==> src/rtl/pipeline_hazard_ctrl.sv <==
// Stall/flush controller for the 5-stage pipeline: load-use bubbles, branch redirects,
// fetch-wait handling with a held redirect target, saturating perf counters and a fetch timeout.
module pipeline_hazard_ctrl #(
  parameter int unsigned CNT_W         = 32,
  parameter int unsigned FETCH_TIMEOUT = 64
) (
  input  logic             clk,
  input  logic             reset,
  input  logic [4:0]       RS1_ID,
  input  logic [4:0]       RS2_ID,
  input  logic [4:0]       RD_EX,
  input  logic             MemRead_EX,
  input  logic             PCSrc_EX,
  input  logic [31:0]      PC_Branch_EX,
  input  logic             imem_ready,
  output logic             PC_write,
  output logic             IF_ID_write,
  output logic             IF_ID_flush,
  output logic             ID_EX_flush,
  output logic             PCSrc,
  output logic [31:0]      PC_Branch,
  output logic [1:0]       state,
  output logic [CNT_W-1:0] stall_cnt,
  output logic [CNT_W-1:0] redirect_cnt,
  output logic             fetch_timeout
);

  typedef enum logic [1:0] {
    StRun          = 2'd0,
    StFetchWait    = 2'd1,
    StRedirectHold = 2'd2
  } state_e;

  localparam int unsigned WaitW = $clog2(FETCH_TIMEOUT + 1);
  localparam logic [WaitW-1:0] WaitMax = WaitW'(FETCH_TIMEOUT);

  state_e           state_q, state_d;
  logic [31:0]      pend_tgt_q, pend_tgt_d;
  logic [WaitW-1:0] wait_cnt_q, wait_cnt_d;
  logic [CNT_W-1:0] stall_cnt_q, redirect_cnt_q;
  logic             fetch_timeout_q;
  logic             load_use;
  logic             waiting;

  assign load_use = MemRead_EX && (RD_EX != 5'd0) && ((RD_EX == RS1_ID) || (RD_EX == RS2_ID));

  always_comb begin
    PC_write    = 1'b1;
    IF_ID_write = 1'b1;
    IF_ID_flush = 1'b0;
    ID_EX_flush = 1'b0;
    PCSrc       = 1'b0;
    PC_Branch   = PC_Branch_EX;
    state_d     = state_q;
    pend_tgt_d  = pend_tgt_q;
    if (reset) begin
      PC_write    = 1'b0;
      IF_ID_write = 1'b0;
      IF_ID_flush = 1'b1;
      ID_EX_flush = 1'b1;
      PC_Branch   = 32'd0;
      state_d     = StRun;
      pend_tgt_d  = 32'd0;
    end else begin
      unique case (state_q)
        StRun, StFetchWait: begin
          if (PCSrc_EX) begin
            // Branch wins over load-use: the dependent instruction is squashed anyway.
            IF_ID_flush = 1'b1;
            ID_EX_flush = 1'b1;
            if (imem_ready) begin
              PCSrc   = 1'b1;
              state_d = StRun;
            end else begin
              PC_write    = 1'b0;
              IF_ID_write = 1'b0;
              pend_tgt_d  = PC_Branch_EX;
              state_d     = StRedirectHold;
            end
          end else if (load_use) begin
            PC_write    = 1'b0;
            IF_ID_write = 1'b0;
            ID_EX_flush = 1'b1;
            state_d     = imem_ready ? StRun : StFetchWait;
          end else if (!imem_ready) begin
            PC_write    = 1'b0;
            IF_ID_flush = 1'b1;
            state_d     = StFetchWait;
          end else begin
            state_d = StRun;
          end
        end
        StRedirectHold: begin
          IF_ID_flush = 1'b1;
          ID_EX_flush = 1'b1;
          IF_ID_write = 1'b0;
          if (imem_ready) begin
            PCSrc     = 1'b1;
            PC_Branch = pend_tgt_q;
            state_d   = StRun;
          end else begin
            PC_write = 1'b0;
          end
        end
        default: state_d = StRun;
      endcase
    end
  end

  assign waiting = !imem_ready &&
                   ((state_q != StRun) || (state_d == StFetchWait) ||
                    (state_d == StRedirectHold));

  always_comb begin
    wait_cnt_d = wait_cnt_q;
    if (imem_ready) begin
      wait_cnt_d = '0;
    end else if (waiting && (wait_cnt_q != WaitMax)) begin
      wait_cnt_d = wait_cnt_q + WaitW'(1);
    end
  end

  always_ff @(posedge clk) begin
    if (reset) begin
      state_q         <= StRun;
      pend_tgt_q      <= 32'd0;
      wait_cnt_q      <= '0;
      stall_cnt_q     <= '0;
      redirect_cnt_q  <= '0;
      fetch_timeout_q <= 1'b0;
    end else begin
      state_q    <= state_d;
      pend_tgt_q <= pend_tgt_d;
      wait_cnt_q <= wait_cnt_d;
      if (wait_cnt_d == WaitMax) begin
        fetch_timeout_q <= 1'b1;
      end
      if (!PC_write && (stall_cnt_q != '1)) begin
        stall_cnt_q <= stall_cnt_q + CNT_W'(1);
      end
      if (PCSrc && (redirect_cnt_q != '1)) begin
        redirect_cnt_q <= redirect_cnt_q + CNT_W'(1);
      end
    end
  end

  assign state         = state_q;
  assign stall_cnt     = stall_cnt_q;
  assign redirect_cnt  = redirect_cnt_q;
  assign fetch_timeout = fetch_timeout_q;

endmodule

==> config.mk <==
export PLATFORM = sky130hd
export DESIGN_NAME = pipeline_hazard_ctrl
export DESIGN_NICKNAME = d
export VERILOG_FILES = /design/src/rtl/pipeline_hazard_ctrl.sv
export SDC_FILE = /design/constraint.sdc
export NUM_CORES = 1
export LEC_CHECK = 0
export BUFFER_PORTS_ARGS = -buffer_cell sky130_fd_sc_hd__buf_2
export CORE_MARGIN = 4
export CORE_UTILIZATION = 57
export DETAILED_ROUTE_END_ITERATION = 10
export HOLD_SLACK_MARGIN = 0.15
export PLACE_DENSITY = 0.86
export REMOVE_ABC_BUFFERS = 1
export SLEW_MARGIN = 25
export SYNTH_ARGS = -nofsm -noshare
export SYNTH_HDL_FRONTEND = slang
export SYNTH_SLANG_ARGS = --single-unit
export TNS_END_PERCENT = 5
==> constraint.sdc <==
create_clock -name clk -period 7 [get_ports clk]
set_clock_uncertainty 0.15 [all_clocks]
set_input_delay 1.4 -clock clk [delete_from_list [all_inputs] [get_ports clk]]
set_output_delay 1.4 -clock clk [all_outputs]
set_load 0.02 [all_outputs]
* Word level (Yosys, flattened, before mapping)
Index checks and enable logic that the tools add are counted.
** Word-level totals
- Bits in registers :: 106
- Bits of input ports :: 52
- Output and inout port bits :: 104
- Logic and storage cells :: 67
** Operators by class
- $add $sub $neg :: 3
- Equal/unequal tests :: 10
- Mux-type cells :: 32
- Reductions and logical operators :: 16
** Operators by type and width (number)
- 2-to-1 mux 32 bit :: 3
- adder 32 x 1 -> 32 bit (second input constant) :: 2
- inequality test 32 bit (second input constant) :: 2
- 2-to-1 mux 1 bit :: 17
- 2-to-1 mux 7 bit :: 2
- equality test 5 bit :: 2
- one-hot mux 1 bit (2 select lines) :: 5
- 2-to-1 mux 2 bit :: 4
- adder 7 x 1 -> 7 bit (second input constant) :: 1
- equality test 7 bit (second input constant) :: 1
- inequality test 7 bit (second input constant) :: 1
- logical AND 1 bit :: 6
- nonzero test 5 bit :: 1
- equality test 2 x 1 -> 1 bit (second input constant) :: 2
- equality test 2 bit (second input constant) :: 2
- one-hot mux 2 bit (2 select lines) :: 1
- logical OR 1 bit :: 3
- logical NOT 1 bit :: 2
- logical NOT 2 bit :: 1
- AND reduction 2 bit :: 1
- nonzero test 2 bit :: 1
- OR reduction 2 bit :: 1

* Longest topological paths before layout
Gate-level depths: netlist (run 1).
- Word-level depth :: 12
- Mapped depth :: 11

* Worst setup path before layout (run 1)
OpenSTA, ideal clock, no wires.
- Path kind :: input-to-output
- Start point :: input RD_EX[1]
- End point :: output PC_write
- Data arrival time :: 2.839 ns
- Path slack :: 2.611 ns
- Cell stages on the path :: 6
- Cells stage by stage :: or4_1 > o21a_1 > a311oi_2 > buf_4 > buf_8 > buf_6
** On the way
- Cells in the longest elaborated chain, start to end :: 7
** Ends and longest elaborated chain
- from (decl) :: line 11 : input logic [4:0] RD_EX,
- equality test 5 bit or nonzero test 5 bit (tied branches) :: line 45 : assign load_use = MemRead_EX && (RD_EX != 5'd0) && ((RD_EX == RS1_ID) || (RD_EX == RS2_ID));
- logical OR 1 bit or logical AND 1 bit (tied branches) :: line 45
- logical AND 1 bit (*) :: line 45
- 2-to-1 mux 1 bit (*) :: line 80 : end else if (load_use) begin
- 2-to-1 mux 1 bit (*) :: line 67 : if (PCSrc_EX) begin
- one-hot mux 1 bit (2 select lines) (*) :: line 65 : unique case (state_q)
- 2-to-1 mux 1 bit (*) :: line 56 : if (reset) begin
- to (decl) :: line 16 : output logic PC_write,
Mark *: on every way between the ends. The rest lies on a longest branch, timed or not.

* Final worst setup path (run 1)
Same ends and word-level chain as after synthesis.

==> metrics.log, run 1 <==
[metrics] TritonCTS sink count: 106
[metrics] Post-synth EDFFs: 0
[metrics] r2r worst-path depth: 8
[metrics] final number of max-transition violations: 0
[metrics] ranking of synthesized cells by instance count: 106 x dfxtp_1, 91 x nand2_1, 63 x nor2_1
[metrics] worst-skew pair later-pin latency: 0.37 ns
[metrics] Pwr per Cell Area: 169 nW/µm²
[metrics] data arrival at the endpoint of the critical path: 3.29 ns
[metrics] final design area excluding fillers: 6470 µm²
[metrics] area after detailed placement: 6300 µm²
[metrics] largest cells by area after synthesis: dfxtp_1 38%, nand2_1 6.2%, a21oi_1 5.6%, a22o_1 5.1%, xnor2_1 4.8%
[metrics] predominant post-synthesis flop cell: dfxtp_1
[metrics] required time at the worst-slack endpoint: 5.45 ns
[metrics] Setup TNS: 0 ns
[metrics] initial drt markers: 335
[metrics] Ports: 156
[metrics] cell-by-cell trace of the critical path: buf_2, or4_1, o21a_1, a311oi_4, buf_4, buf_2
[metrics] largest net degree at the start of global routing: 70
[metrics] pin slew with the least headroom to its limit: 0.946 ns
[metrics] synth warn: 0
[metrics] time the worst path needs with I/O delays and setup: 4.84 ns
[metrics] clock tree from TritonCTS: done
[metrics] Initial Util: 0.593
[metrics] count of endpoints failing hold in the final timing report: 0
[metrics] register bit total from synthesis: 106
[metrics] standard-cell rows: 35
[metrics] Critical Path Sink Type: output pin
[metrics] slowest CP cell: or4_1
[metrics] endpoint of the lowest-slack register-to-register path: stall_cnt[15]
[metrics] worst reg2reg setup slack: 4.11 ns
[metrics] hold crit path type: reg -> reg
[metrics] count of antenna-violating nets left after detailed routing: 0
[metrics] final antenna diode count: 0
[metrics] total standard cell area after synthesis: 5530 µm²
[metrics] final worst hold slack: 0.312 ns
[metrics] post-CTS sizing: 0
[metrics] Peak VDD IR: 96.5 µV
[metrics] Worst Setup Path Type: in -> out
[metrics] number of CTS-inserted buffers: 9
[metrics] die width: 107 µm
[metrics] internal power component: 0.792 mW
[metrics] Synth area leader: dfxtp_1
[metrics] placed wire-length estimate after detailed placement: 10.0 mm
[metrics] final cycle utilization of the critical path: 0.692
[metrics] count leader, synth: dfxtp_1
[metrics] layout cell share with drive strength beyond 1: 0.255
[metrics] final global-route overflow total: 0
[metrics] Total Routing Usage GR: 0.248
[metrics] Pleak: 2.63 nW
[metrics] number of setup violations in the final report: 0
[metrics] clock network fraction of total power: 0.309
[metrics] Max-slew headroom: 0.365
[metrics] die outline height: 107 µm
[metrics] vias post-DR: 5,435
[metrics] Setup crit end: PC_write
[metrics] Setup crit start: RD_EX[1]
[metrics] count of hold-fix buffers inserted at cts: 0
[metrics] startpoint class of the critical path: primary input
[metrics] remaining routing DRC violations: 0
[metrics] Via-to-Cell Ratio: 5.86
[metrics] initial antenna violation count: 0
[metrics] setup repair after global routing missed its margin: no
[metrics] share of the yosys chip area belonging to registers: 0.384
[metrics] routability congestion estimate from global placement: 0.862
[metrics] source of the worst register-to-register timing path: stall_cnt[0]
[metrics] die area: 11,300 µm²
[metrics] Avg Cell Area, Syn: 8.23 µm²
[metrics] part of the power in combinational logic: 0.121
[metrics] top-area cell type share of the netlist area: 0.384
[metrics] Clk pin slew, worst setup/hold paths: 0.09 ns
[metrics] largest incremental delay on the critical path: 0.51 ns
[metrics] Post-CTS Setup Inserts: 0
[metrics] relative contribution of sequential cells to total power: 0.570
[metrics] total of max-cap violations: 0
[metrics] Post-synth ARST share: 0
[metrics] clock tree root driver cell: clkbuf_8
[metrics] crit path max fanout: 56
[metrics] wire length of the first global-routing pass: 23.6 mm
[metrics] number of buffers inserted by port buffering: 155
[metrics] CP most frequent cell: buf_2
[metrics] Post-Syn Instances: 672
[metrics] result of the run: finished clean
[metrics] final net count: 852
[metrics] CTS max path bufs: 2
[metrics] final wirelength: 14.3 mm
[metrics] average detailed-routed wire length per instance: 15.4 µm
[metrics] # H-tree levels: 3
[metrics] via count of the first global-routing pass: 5,167
[metrics] area overhead of the layout relative to synthesis: 17.0%
[metrics] Max Freq: 0.206 GHz
[metrics] fraction of power spent switching nets: 0.275
[metrics] TritonRoute pass-1 iters: 5
[metrics] number of library cell types mapped by synthesis: 59
[metrics] floorplan core area: 9330 µm²
[metrics] Psw: 0.300 mW
==> area by class of cell <==
type                    count  area [µm²]
clock inverters             5        41.3
clock buffers               9         124
inverters                  10        37.5
repair buffers            160         816
flip-flops and latches    106        2120
well taps                 129         161
multi-input cells         509        3170
fillers                   764        2860
==> per-stage QoR <==
step	utilization	power, mW	setup slack [ns]	std cells
2_1_floorplan	-	0.708	1.40	625
3_3_place_gp	0.676	0.764	2.17	914
3_5_place_dp	0.676	0.769	2.17	914
4_1_cts	0.694	1.10	2.17	928
5_1_grt	0.694	1.14	2.06	928
6_report	0.694	1.09	2.16	928
==> power groups by stage <==
stage               Sequential [mW]  Combinational, mW  Clock [mW]
floorplan                     0.638             0.0704           0
global placement              0.635              0.129           0
detailed placement            0.636              0.133           0
CTS                           0.622              0.133       0.345
global route                  0.624              0.146       0.371
finish                        0.622              0.133       0.337
==> kinds of logic after synthesis <==
group                    synth area share
AO/OA/AOI/OAI                       0.165
XOR/XNOR                           0.0713
adder cells (fa/ha/maj)           0.00905
buffers and inverters              0.0475
flip-flops                          0.384
multiplexers                       0.0269
AND/OR/NAND/NOR                     0.297
==> layout by cell type, fill, tap and decap left out, types with 4 or more instances in the layout <==
cell type and n:
buf_2 154, dfxtp_1 106, nand2_1 91, a21oi_1 62, nor2_1 62, nand3_1 34
a22o_1 32, xnor2_1 30, nand4_1 20, or4_1 17, o31ai_1 16, nor3_1 15
xor2_1 15, nor2b_1 11, inv_1 10, or3_1 9, and3_1 9, clkbuf_8 9
and4_1 8, o21ai_1 7, mux2_4 7, buf_4 6, nand2b_1 5, nor4_1 4
nor4_2 4, nor3b_1 4, ha_1 4
==> sequential cells by signal, indices dropped and copies added, names as in the netlist <==
signal / count
redirect_cnt: 32
wait_cnt_q: 7
fetch_timeout: 1
state: 2
pend_tgt_q: 32
stall_cnt: 32
==> per-layer routing <==
layer  GRT usage  part of all wire  vias to the layer above
li1            -                 -                     2649
met1       0.295              0.42                     2553
met2       0.451              0.50                      211
met3      0.0425             0.064                       22
met4      0.0785             0.017                        0
met5           0                 0                        -
==> critical path: cells and delay by family <==
family / cells / cell delay [ns]
AO/OA/AOI/OAI: 2 / 0.51
AND/OR/NAND/NOR: 1 / 0.51
buffers and inverters: 3 / 0.85
==> worst min-delay path by stage <==
stage,slack (ns),cells after the start,endpoint,startpoint
floorplan,0.28,2,pend_tgt_q[0],pend_tgt_q[0]
global placement,0.29,2,pend_tgt_q[16],pend_tgt_q[16]
detailed placement,0.30,2,pend_tgt_q[2],pend_tgt_q[2]
CTS,0.31,2,pend_tgt_q[2],pend_tgt_q[2]
global route,0.33,2,pend_tgt_q[30],pend_tgt_q[30]
finish,0.31,2,pend_tgt_q[30],pend_tgt_q[30]
Note: power is estimated with default switching activity, not from simulation.
==> inputs of run 2 (changes only) <==
- CORE_UTILIZATION: 57 -> 53
- PLACE_DENSITY: 0.86 -> 0.81
- clock period: 7 -> 4.8 ns (I/O delays scaled with it)
==> run 2 against run 1 <==
Non-clock buffer count did not move. Clock power rose by 83%. Total power rose by 57%. Routed wire length fell by 0.64%. Highest routed layer unchanged. Count of clock-buffer cells in the layout rose by 3. Sequential share of layout area fell by 0.44 points.
==> metrics.log, run 2 (synthesized netlist as in run 1, its figures left out) <==
[metrics] standard-cell rows: 37
[metrics] required time at the worst-slack endpoint: 3.69 ns
[metrics] die width: 110 µm
[metrics] hold crit path type: reg -> reg
[metrics] Initial Util: 0.541
[metrics] top library cells by usage in the layout, fill and taps aside: 154 x buf_2, 106 x dfxtp_1, 91 x nand2_1
[metrics] clock network fraction of total power: 0.359
[metrics] Max Freq: 0.283 GHz
[metrics] relative contribution of sequential cells to total power: 0.528
[metrics] final design area excluding fillers: 6560 µm²
[metrics] final worst hold slack: 0.311 ns
[metrics] placed wire-length estimate after detailed placement: 10.2 mm
[metrics] Setup crit start: RD_EX[2]
[metrics] die outline height: 110 µm
[metrics] data arrival at the endpoint of the critical path: 2.42 ns
[metrics] final cycle utilization of the critical path: 0.736
[metrics] number of buffers inserted by port buffering: 155
[metrics] area after detailed placement: 6320 µm²
[metrics] # H-tree levels: 3
[metrics] post-CTS sizing: 0
[metrics] clock tree root driver cell: clkbuf_8
[metrics] routability congestion estimate from global placement: 0.841
[metrics] Psw: 0.429 mW
[metrics] remaining routing DRC violations: 0
[metrics] time the worst path needs with I/O delays and setup: 3.53 ns
[metrics] startpoint of the worst hold path: pend_tgt_q[2]
[metrics] initial antenna violation count: 0
[metrics] Total Routing Usage GR: 0.229
[metrics] post-layout instance count excluding filler cells: 937
[metrics] Ports: 156
[metrics] crit path max fanout: 3
[metrics] number of CTS-inserted buffers: 9
[metrics] total area of multi-input combinational cells: 3180 µm²
[metrics] CTS max path bufs: 2
[metrics] wire length of the first global-routing pass: 22.8 mm
[metrics] initial drt markers: 360
[metrics] Pleak: 2.67 nW
[metrics] Worst Setup Path Type: in -> out
[metrics] startpoint class of the critical path: primary input
[metrics] setup repair after global routing missed its margin: no
[metrics] Via-to-Cell Ratio: 5.83
[metrics] final global-route overflow total: 0
[metrics] count of endpoints failing hold in the final timing report: 0
[metrics] worst-skew pair later-pin latency: 0.36 ns
[metrics] fraction of power spent switching nets: 0.250
[metrics] final number of max-transition violations: 0
[metrics] total of max-cap violations: 0
[metrics] largest net degree at the start of global routing: 107
[metrics] sequential cell area in the final layout: 2120 µm²
[metrics] Clk pin slew, worst setup/hold paths: 0.09 ns
[metrics] Setup TNS: 0 ns
[metrics] count of hold-fix buffers inserted at cts: 0
[metrics] TritonRoute pass-1 iters: 4
[metrics] internal power component: 1.29 mW
[metrics] via count of the first global-routing pass: 4,851
[metrics] fill cell total of the finished layout: 875
[metrics] leading cell type in the layout, fill and taps excluded: buf_2
[metrics] Max-slew headroom: 0.491
[metrics] Peak VDD IR: 136 µV
[metrics] final antenna diode count: 0
[metrics] final wirelength: 14.2 mm
[metrics] part of the power in combinational logic: 0.113
[metrics] average detailed-routed wire length per instance: 15.1 µm
[metrics] vias post-DR: 5,463
[metrics] final net count: 852
[metrics] layout cell share with drive strength beyond 1: 0.257
[metrics] source of the worst register-to-register timing path: stall_cnt[0]
[metrics] floorplan core area: 10,200 µm²
[metrics] Post-CTS Setup Inserts: 0
[metrics] Critical Path Sink Type: output pin
[metrics] TritonCTS sink count: 106
[metrics] die area: 12,100 µm²
[metrics] clock tree from TritonCTS: done
[metrics] area overhead of the layout relative to synthesis: 18.5%
[metrics] placed insts: 921
[metrics] pin slew with the least headroom to its limit: 0.764 ns
[metrics] result of the run: finished clean
[metrics] number of setup violations in the final report: 0
[metrics] Pwr per Cell Area: 262 nW/µm²
[metrics] count of antenna-violating nets left after detailed routing: 0
[run 2: changes by cell type in the layout (fill, tap and decap cells not counted)]
cell / previous run / this run
a311oi_1: 1 / 0
nor2_4: 0 / 1
bufinv_16: 0 / 2
a311oi_2: 0 / 1
clkinvlp_4: 2 / 0
buf_6: 0 / 1
buf_4: 6 / 5
inv_6: 2 / 0
nor2_2: 1 / 0
clkinv_2: 0 / 1
clkbuf_1: 0 / 1
clkbuf_8: 9 / 11
[run 2: stage by stage]
stage | setup WS [ns] | power, mW | util
after detailed placement | 1.25 | 1.12 | 0.618
after floorplan | 0.0793 | 1.03 | -
after CTS | 1.24 | 1.73 | 0.640
final | 1.27 | 1.72 | 0.641
after global placement | 1.28 | 1.12 | 0.617
after global routing | 1.09 | 1.79 | 0.641
[run 2: path summary, 6_finish.rpt]
check	end	slack, ns	cells after the start
worst max-delay path	IF_ID_flush	1.27	8
worst min-delay path	pend_tgt_q[2]	0.31	2
worst max register to register	stall_cnt[18]	1.88	8
worst min register to register	pend_tgt_q[2]	0.31	2
[run 2: power groups by stage]
| stage | clock network [mW] | registers (mW) | logic [mW] |
|---|---|---|---|
| finish | 0.617 | 0.908 | 0.195 |
| global route | 0.668 | 0.911 | 0.216 |
| CTS | 0.628 | 0.908 | 0.196 |
| detailed placement | 0 | 0.929 | 0.195 |
| global placement | 0 | 0.927 | 0.189 |
| floorplan | 0 | 0.930 | 0.103 |
[run 2: worst max-delay path: stages]
cell     delay [ns]
buf_2          0.13
xnor2_1        0.16
nand3_1        0.09
o22ai_1        0.34
nand2_1        0.12
a211o_1        0.30
a21o_1         0.17
buf_2          0.15
[run 2: layout make-up]
| class | count | share of cell area |
|---|---|---|
| clock buffer | 12 | 0.0237 |
| multi-input combinational | 509 | 0.485 |
| timing repair buffer | 160 | 0.125 |
| tap | 136 | 0.0259 |
| clock inverter | 4 | 0.0113 |
| inverter | 10 | 0.00572 |
| sequential | 106 | 0.324 |
[run 2: routing by layer]
metal  global-route usage  share of wire  wire, µm
met1                0.299           0.42      5990
met2                0.390           0.50      7090
met3               0.0291          0.065       929
met4               0.0765          0.013       189
met5                    0              0         0
==> inputs of run 3 (changes only) <==
- CORE_UTILIZATION: 53 -> 48
- PLACE_DENSITY: 0.81 -> 0.77
- clock period: 4.8 -> 3.2 ns (I/O delays scaled with it)
==> run 3 against run 2 <==
Die area increased by 9.6%. Sequential share of layout area is 0.62 points lower. Sequential power rose by 50%. Clock power up 83%. Total power up 62%. Global-route usage is 1.6 points lower. Worst hold slack worse by 0.0029 ns. Largest power group unchanged.
==> metrics.log, run 3 (synthesized netlist as in run 1, its figures left out) <==
[metrics] layout cell share with drive strength beyond 1: 0.259
[metrics] part of the power in combinational logic: 0.106
[metrics] smallest setup slack after layout: 0.290 ns
[metrics] sequential cell area in the final layout: 2120 µm²
[metrics] Initial Util: 0.499
[metrics] Pleak: 2.73 nW
[metrics] vias post-DR: 5,412
[metrics] CTS max path bufs: 2
[metrics] die area: 13,300 µm²
[metrics] total of max-cap violations: 0
[metrics] Buf/Inv on CP: 2
[metrics] Post-CTS Setup Inserts: 0
[metrics] final number of max-transition violations: 0
[metrics] count of endpoints failing hold in the final timing report: 0
[metrics] leading cell type in the layout, fill and taps excluded: buf_2
[metrics] result of the run: finished clean
[metrics] initial drt markers: 327
[metrics] top library cells by usage in the layout, fill and taps aside: 154 x buf_2, 106 x dfxtp_1, 91 x nand2_1
[metrics] post-layout utilization of the core: 0.603
[metrics] post-layout total power: 2.78 mW
[metrics] placed insts: 930
[metrics] post-layout instance count excluding filler cells: 946
[metrics] crit path max fanout: 3
[metrics] count of antenna-violating nets left after detailed routing: 0
[metrics] Clk pin slew, worst setup/hold paths: 0.06 ns
[metrics] startpoint class of the critical path: primary input
[metrics] Peak VDD IR: 273 µV
[metrics] count of hold-fix buffers inserted at cts: 0
[metrics] Max Freq: 0.344 GHz
[metrics] final antenna diode count: 0
[metrics] internal power component: 2.10 mW
[metrics] Psw: 0.677 mW
[metrics] die width: 115 µm
[metrics] remaining routing DRC violations: 0
[metrics] via count of the first global-routing pass: 5,059
[metrics] Max-slew headroom: 0.480
[metrics] Worst Setup Path Type: in -> out
[metrics] initial antenna violation count: 0
[metrics] wire length of the first global-routing pass: 23.6 mm
[metrics] clock tree from TritonCTS: done
[metrics] fraction of power spent switching nets: 0.243
[metrics] post-CTS sizing: 0
[metrics] data arrival at the endpoint of the critical path: 2.12 ns
[metrics] largest incremental delay on the critical path: 0.51 ns
[metrics] standard-cell rows: 38
[metrics] Via-to-Cell Ratio: 5.72
[metrics] clock tree root driver cell: clkbuf_16
[metrics] total area of multi-input combinational cells: 3170 µm²
[metrics] setup repair after global routing missed its margin: no
[metrics] final global-route overflow total: 0
[metrics] largest net degree at the start of global routing: 60
[metrics] final wirelength: 14.3 mm
[metrics] average detailed-routed wire length per instance: 15.1 µm
[metrics] minimum setup slack after placement: 0.277 ns
[metrics] # H-tree levels: 3
[metrics] area overhead of the layout relative to synthesis: 20.9%
[metrics] CP most frequent cell: buf_2
[metrics] Total Routing Usage GR: 0.213
[metrics] clock network fraction of total power: 0.405
[metrics] pin slew with the least headroom to its limit: 0.781 ns
[metrics] Setup TNS: 0 ns
[metrics] hold crit path type: reg -> reg
[metrics] worst-skew pair later-pin latency: 0.34 ns
[metrics] Critical Path Sink Type: output pin
[metrics] fill cell total of the finished layout: 979
[metrics] TritonCTS sink count: 106
[metrics] TritonRoute pass-1 iters: 5
[metrics] cell-by-cell trace of the critical path: buf_2, or4_1, o21a_1, a311oi_4, buf_2
[metrics] final cycle utilization of the critical path: 0.909
[metrics] Pwr per Cell Area: 416 nW/µm²
[metrics] required time at the worst-slack endpoint: 2.41 ns
[metrics] final net count: 857
[metrics] relative contribution of sequential cells to total power: 0.490
[metrics] kind of cell with the highest combined delay on the critical path: compound AO/OA/AOI/OAI gates
[metrics] number of setup violations in the final report: 0
[metrics] floorplan core area: 11,100 µm²
[metrics] placed wire-length estimate after detailed placement: 10.3 mm
[metrics] time the worst path needs with I/O delays and setup: 2.91 ns
[metrics] routability congestion estimate from global placement: 0.831
[metrics] slowest CP cell: or4_1
[metrics] number of CTS-inserted buffers: 9
[metrics] die outline height: 115 µm
[metrics] number of buffers inserted by port buffering: 155
[metrics] Ports: 156
-- run 3: cell count changes in the layout (fill, tap and decap cells not counted), sizes merged --
| cell | change |
|---|---|
| buf | +5 |
| bufinv | -1 |
| clkinv | -1 |
| clkinvlp | +2 |
-- run 3: layer usage --
| layer | GRT usage | wire (µm) | up-vias |
|---|---|---|---|
| met5 | 0 | 0 | - |
| met4 | 0.0884 | 274 | 0 |
| met2 | 0.375 | 7220 | 146 |
| li1 | - | - | 2672 |
| met1 | 0.262 | 6060 | 2575 |
| met3 | 0.0258 | 731 | 19 |
-- run 3: tightest hold or removal path, delay by kind of cell, from the launching register on --
kind | cells | cell delay, ns
AOI/OAI and AO/OA | 1 | 0.05
and+or+nand+nor | 1 | 0.05
DFF | 1 | 0.31
-- run 3: power groups by stage --
stage | logic [mW] | registers, mW | clock network [mW]
final | 0.294 | 1.36 | 1.13
after detailed placement | 0.296 | 1.39 | 0
after global routing | 0.324 | 1.37 | 1.21
after CTS | 0.297 | 1.36 | 1.15
after global placement | 0.286 | 1.39 | 0
after floorplan | 0.154 | 1.39 | 0
-- run 3: area by class of cell --
| cell class | instances | area share |
|---|---|---|
| clock buffers | 12 | 0.0384 |
| well taps | 140 | 0.0262 |
| flip-flops and latches | 106 | 0.317 |
| inverters | 10 | 0.00561 |
| repair buffers | 165 | 0.131 |
| clock inverters | 4 | 0.00749 |
| multi-input cells | 509 | 0.474 |
-- run 3: final timing paths --
path,start,endpoint,slack (ns),cells after the start
min reg2reg,pend_tgt_q[31],pend_tgt_q[31],0.31,2
max,RD_EX[1],PC_write,0.29,5
max reg2reg,redirect_cnt[19],redirect_cnt[17],0.62,6
min,pend_tgt_q[31],pend_tgt_q[31],0.31,2
-- run 3: per-stage QoR --
stage | hold WS (ns) | instance area (µm²)
finish | 0.308 | 6690
global route | 0.330 | 6690
CTS | 0.307 | 6690
global placement | 0.291 | 6380
floorplan | 0.281 | 5310
detailed placement | 0.298 | 6380
